`config.mk`:
```
export PLATFORM = sky130hd
export DESIGN_NAME = noc_ready_lfsr
export DESIGN_NICKNAME = d
export VERILOG_FILES = /design/src/rtl/noc_pkg.sv /design/src/rtl/noc_ready_lfsr.sv
export SDC_FILE = /design/constraint.sdc
export NUM_CORES = 1
export LEC_CHECK = 0
export CORE_AREA = 2 2 39 41
export DETAILED_ROUTE_END_ITERATION = 8
export DIE_AREA = 0 0 41 43
export PLACE_DENSITY = 0.52
export RECOVER_POWER = 25
export SYNTH_ARGS = -nofsm -noshare
export SYNTH_HDL_FRONTEND = slang
export SYNTH_SLANG_ARGS = --single-unit
```
`constraint.sdc`:
```
create_clock -name noc_clk -period 1.55 [get_ports noc_clk]
set_clock_uncertainty 0.05 [all_clocks]
set_input_delay 0.31 -clock noc_clk [delete_from_list [all_inputs] [get_ports noc_clk]]
set_output_delay 0.31 -clock noc_clk [all_outputs]
set_load 0.05 [all_outputs]
```
`src/rtl/noc_pkg.sv`:
```
// Shared definitions for the NoC packet checker.
// Header field offsets, error bit indices, FSM encodings and LFSR constants.
package noc_pkg;

    localparam int DX_LSB  = 28;
    localparam int DY_LSB  = 24;
    localparam int SX_LSB  = 20;
    localparam int SY_LSB  = 16;
    localparam int LEN_LSB = 8;
    localparam int SEQ_LSB = 0;

    localparam int ERR_PROTO = 0;
    localparam int ERR_DEST  = 1;
    localparam int ERR_LEN   = 2;
    localparam int ERR_PAY   = 3;
    localparam int ERR_SEQ   = 4;

    localparam logic [4:0] E_PROTO = 5'(1 << ERR_PROTO);
    localparam logic [4:0] E_DEST  = 5'(1 << ERR_DEST);
    localparam logic [4:0] E_LEN   = 5'(1 << ERR_LEN);
    localparam logic [4:0] E_PAY   = 5'(1 << ERR_PAY);
    localparam logic [4:0] E_SEQ   = 5'(1 << ERR_SEQ);

    // x^8 + x^6 + x^5 + x^4 + 1, left-shifting Fibonacci form
    localparam logic [7:0] LFSR_SEED = 8'hA5;
    localparam logic [7:0] LFSR_TAPS = 8'hB8;

    typedef enum logic [1:0] {
        S_HEAD  = 2'd0,
        S_BODY  = 2'd1,
        S_DRAIN = 2'd2
    } state_t;

    function automatic logic [15:0] sat_add(input logic [15:0] c,
                                            input logic [1:0]  inc);
        logic [16:0] s;
        s = {1'b0, c} + 17'(inc);
        return s[16] ? 16'hFFFF : s[15:0];
    endfunction

endpackage

```
`src/rtl/noc_ready_lfsr.sv`:
```
// Pseudo-random backpressure generator for the packet checker.
// Ready is forced low in reset and high when stalling is disabled.
module noc_ready_lfsr
    import noc_pkg::*;
(
    input  logic noc_clk,
    input  logic noc_rst,
    input  logic stall_en,
    output logic ready
);

    logic [7:0] lfsr;

    // Advance the shift register only while stalling is enabled
    always_ff @(posedge noc_clk) begin
        if (noc_rst) begin
            lfsr <= LFSR_SEED;
        end else if (stall_en) begin
            lfsr <= {lfsr[6:0], ^(lfsr & LFSR_TAPS)};
        end
    end

    assign ready = !noc_rst && (!stall_en || lfsr[0] || lfsr[1]);

endmodule

```
==> flow_summary.yaml <==
outcome:
  status: "finished, final reports clean"
global_route:
  grt_pass1_wl_um: 910
  grt-ovfl-total: 0
  grt_max_degree: 10
  grt_pass1_vias: 213
  grt_util_all_layers: 0.0845
  grt_antenna_before_repair: 0
detailed_routing:
  vias_per_cell: 4.19
  drcViolationCount: 0
  drt_first_pass_iters: 2
  first_iter_violations: 3
  wl_um: 535
  ant_nets: 0
  vias: 226
  detail_route.wl_per_cell_um: 9.91
final_layout:
  seqCellArea_um2: 160
  top_register: "lfsr"
  num-fill-cells: 145
  multiInputGateArea_um2: 146
  largest_register_ffs: 8
  syn_to_final_growth_pct: 29.1
  antennaDiodeCount: 0
  top_regs: "lfsr (8)"
  drive_above_1_share: 0.184
  nets: 43
yosys:
  synth_area_per_cell_um2: 10.1
  seq_area_frac_synth: 0.510
  yosys_warnings: 0
  ys_ff_latch: 8
  yosys.area.top_type: "dfxtp_1"
  synth_top_cell_area_share: 0.510
  syn-num-nets: 34
  syn_inst: 31
  netlist_area_um2: 314
  synth.distinct_cells: 10
  synth_area_leaders: "dfxtp_1, mux2i_1, xnor2_1, nor2_1, nand2_1"
setup_path:
  path_cells: "clkdlybuf4s50_1, a21oi_2, buf_12"
  required_ns: 1.19
  crit_type: "in -> out"
  cp_top_family: "buffers and inverters"
  timing.critical_path.from_type: "input pin"
  path_buf_inv: 2
  cp_slowest_cell: "clkdlybuf4s50_1"
  critPathMaxFanout: 2
  cp-end-kind: "output port"
  cp.arrival_ns: 1.09
  slowest_delay_ns: 0.44
die:
  initial_core_util: 0.227
  fp.dieW_um: 41
  rows: 14
  dieHeight_um: 43
  core_area_um2: 1380
  die_area_um2: 1760
  ios: 4
sta:
  setup_violations: 0
  slew_viol_final: 0
  worstMarginPinSlew_ns: 0.274
  final.setup.tns_ns: 0
  post-route-period-util: 0.933
  fin_crit_ns: 1.45
  worst_slack_ns: 0.104
  slew_headroom: 0.817
  rsz0062_at_grt: "no"
  finalHoldViolCount: 0
  fmaxAchievable_mhz: 692
placed_design:
  post-dp-hpwl_um: 370
  io_buffer_count: 3
  pre_cts_slack_ns: 0.0916
  place_congestion: 0.619
power_and_ir_drop:
  p_int_uw: 355
  power_frac_seq: 0.509
  p_per_area_nw_per_um2: 1160
  vdd.ir_drop.worst_mv: 0.455
  combPwrFrac: 0.164
  p_clk_frac: 0.327
  power.leakage_nw: 0.179
  p_sw_frac: 0.243
  switchingPower_uw: 114
clock_network:
  cts_made_buffers: 3
  ctsResizeCount: 0
  post_cts_buffers: 0
  cts.sinks: 8
  cts-htree-levels: 1
  insertion_delay_ns: 0.25
  clock_path_buffers: 2
  cts_hold_buf: 0
  clk_pin_slew_ns: 0.05
  cts_tree: "yes"
  root_buffer: "clkbuf_4"
min_path:
  hold_class: "reg -> reg"
job:
  drv_cap: 0
==> logic make-up (layout without fill, tap and decap cells) <==
group / Yosys count / after routing / share of synthesized area
AO/OA/AOI/OAI: 2 / 2 / 0.0359
XOR/XNOR: 3 / 3 / 0.0837
buffers and inverters: 2 / 9 / 0.0359
flip-flops: 8 / 8 / 0.510
multiplexers: 7 / 7 / 0.223
AND/OR/NAND/NOR: 9 / 9 / 0.112
==> worst reg2reg max path: stages (launching register included) <==
cell	delay [ns]
dfxtp_1	0.32
xnor2_1	0.19
xnor2_1	0.14
a31oi_1	0.09
==> metal layers <==
layer | GRT usage | share of wire
met5 | 0 | 0
met4 | 0.0400 | 0
met1 | 0.100 | 0.50
met2 | 0.100 | 0.42
met3 | 0.0785 | 0.079
==> area by class of cell <==
| type | count | share of cell area |
|---|---|---|
| well taps | 16 | 0.0494 |
| inverters | 1 | 0.00926 |
| repair buffers | 5 | 0.130 |
| multi-input cells | 21 | 0.361 |
| clock buffers | 3 | 0.0556 |
| flip-flops and latches | 8 | 0.395 |
==> power groups by stage <==
stage	Sequential, mW	Combinational (mW)	Clock, mW
after floorplan	0.240	0.0542	0
after global placement	0.243	0.0774	0
after global routing	0.241	0.0866	0.175
final	0.239	0.0768	0.153
after CTS	0.239	0.0786	0.166
after detailed placement	0.243	0.0781	0
==> path summary, 6_finish.rpt <==
check	slack (ns)	depth (start not counted)	startpoint	end
worst max-delay path	0.10	3	stall_en	ready
worst min-delay path	0.42	2	lfsr[6]$_SDFFE_PP0P_	lfsr[7]$_SDFFE_PP1P_
worst max register to register	0.63	3	lfsr[7]$_SDFFE_PP1P_	lfsr[0]$_SDFFE_PP1P_
worst min register to register	0.42	2	lfsr[6]$_SDFFE_PP0P_	lfsr[7]$_SDFFE_PP1P_
==> layout by cell type, fill, tap and decap left out <==
cell             count
dfxtp_1              8
mux2i_1              7
nor2_1               5
xnor2_1              3
nand2_1              3
clkbuf_4             3
clkdlybuf4s50_1      2
a21oi_2              1
inv_1                1
nor3_1               1
a31oi_1              1
buf_12               1
clkbuf_2             1
buf_4                1
==> stage by stage <==
step,hold slack [ns],util,power (mW),std cells,instance area [um2]
2_1_floorplan,0.332,-,0.294,31,318
3_3_place_gp,0.408,0.278,0.320,51,385
3_5_place_dp,0.418,0.278,0.321,51,385
4_1_cts,0.430,0.295,0.483,54,408
5_1_grt,0.464,0.293,0.502,54,405
6_report,0.420,0.293,0.469,54,405
==> synth_stat cells, drive strengths merged <==
cell	instances
a21oi	1
a31oi	1
buf	1
dfxtp	8
inv	1
mux2i	7
nand2	3
nor2	5
nor3	1
xnor2	3
Power figures use the tool's default switching activity.
==> variant: new RTL, config.mk and constraints unchanged <==
Reset style: asynchronous (`noc_rst`), changed in one clocked block.
--- a/src/rtl/noc_ready_lfsr.sv
+++ b/src/rtl/noc_ready_lfsr.sv
@@ -13,5 +13,5 @@
 
     // Advance the shift register only while stalling is enabled
-    always_ff @(posedge noc_clk) begin
+    always_ff @(posedge noc_clk or posedge noc_rst) begin
         if (noc_rst) begin
             lfsr <= LFSR_SEED;
Behaviour: no difference found for any inputs over 10 cycles, from zero or initial values and one cycle with noc_rst high; that may be too few to reach the edited logic, so the function may still have changed.
==> variant against the original RTL <==
Global-route usage is 0.63 points lower. Final area is 8.6% higher. Register-to-register slack worse by 0.09 ns. Sequential cell count stayed put. Setup slack worse by 0.074 ns. Via count is 12% lower. Wire length is 9.5% lower. Hold slack worse by 0.097 ns. Synthesized area is 7.2% higher.
Power is not compared: it rests on default switching activity, and its combinational part moved more than twofold at a synthesized area within 25%.
==> variant: results (changes against the original RTL) <==
fin nets=35 (-19%); status=complete, no violations; crit-path max FO=2 (unchanged); # Post-CTS Setup Buffers=0 (unchanged); CP peak stage delay=0.48 ns (+0.04 ns); Leak=0.172 nW; ys async rst share=1.00 (+1.00); H-tree Lvls=1 (unchanged); first-pass detailed-route iteration total=1 (-1); power share of the combinational group=0.324; clk buf depth=2 (unchanged); Reg2Reg Depth=3 (unchanged); clk slew on worst S/H paths=0.05 ns (about the same); leading cell types by count after synthesis=7 x mux2_2, 4 x dfrtp_1, 4 x dfstp_2; syn_area_per_cell=14.0 um2 (+38%); Seq/Total Area, Yosys=0.610 (+0.0997); largest net degree at the start of global routing=10 (unchanged); share of cells above drive strength 1=0.600 (+0.416); first-pass GRT wire length=862 um (-5.3%); P_seq=0.000431 W; Largest regs=lfsr (8); arrival time worst endpoint=1.16 ns (+0.07 ns); Synth Net Count=27 (-21%); fillcell total=132 (-9.0%); initial antenna violation count=0 (unchanged); vias per cell=4.30 (+2.8%); clk root buf=clkbuf_4; DR iter-0 viols=0 (-3); max_slew headroom=0.807 (-0.0108); worst min path class=in -> async; total power=0.000858 W; GRT Util Overall=0.0783 (-0.00626); ANT cells=0 (unchanged); port buffer count=3 (unchanged); vias in the first global route=220 (+3.3%); gpl congestion=0.616 (-0.42%); dpl cells=43 (-16%); final setup fails=0 (unchanged); top cells by area, synth=dfstp_2 31%, dfrtp_1 30%, mux2_2 23%; Switching Power=0.000237 W; Synth cell types=8 (-2); final WL=484 um (-9.5%); Vias=198 (-12%)
variant: worst max-delay path, delay by kind of cell:
| kind | cells | cell delay [ns] |
|---|---|---|
| buf+inv | 2 | 0.63 |
| compound gates | 1 | 0.21 |
variant: area by class of cell:
cell class / count / area (um2) / area share
Clock buffer: 3 / 22.5 / 0.0511
Multi-Input combinational cell: 14 / 129 / 0.293
Tap cell: 16 / 20.0 / 0.0455
Timing Repair Buffer: 4 / 60.1 / 0.136
Sequential cell: 8 / 205 / 0.466
Inverter: 1 / 3.75 / 0.00852
variant: cells by family after synthesis:
group                     share of synthesized area
xor gates and xnor gates                     0.0781
buffers and inverters                        0.0260
AOI/OAI and AO/OA                            0.0297
DFF                                           0.610
and+or+nand+nor                              0.0223
muxes                                         0.234
variant: through the flow:
step	worst slack (ns)	utilization	area, um2	hold slack, ns
finish	0.0302	0.318	440	0.323
global route	-0.00736	0.318	440	0.351
CTS	0.00662	0.316	438	0.337
detailed placement	0.0222	0.300	415	0.439
global placement	0.0565	0.300	415	0.434
floorplan	0.154	-	340	0.0728
variant: metal layers:
layer  GRT usage  wire length [um]
met1      0.0803               185
met2       0.119               281
met3      0.0314                17
met4      0.0600                 0
met5           0                 0
variant: final timing paths:
check	from	endpoint	slack, ns
hold reg to reg	lfsr[0]	lfsr[0]	0.45
setup / recovery	stall_en	ready	0.03
setup reg to reg	lfsr[5]	lfsr[0]	0.54
max in group asynchronous	noc_rst	lfsr[7]	0.85
hold / removal	noc_rst	lfsr[3]	0.32
min in group noc_clk	lfsr[0]	lfsr[0]	0.45
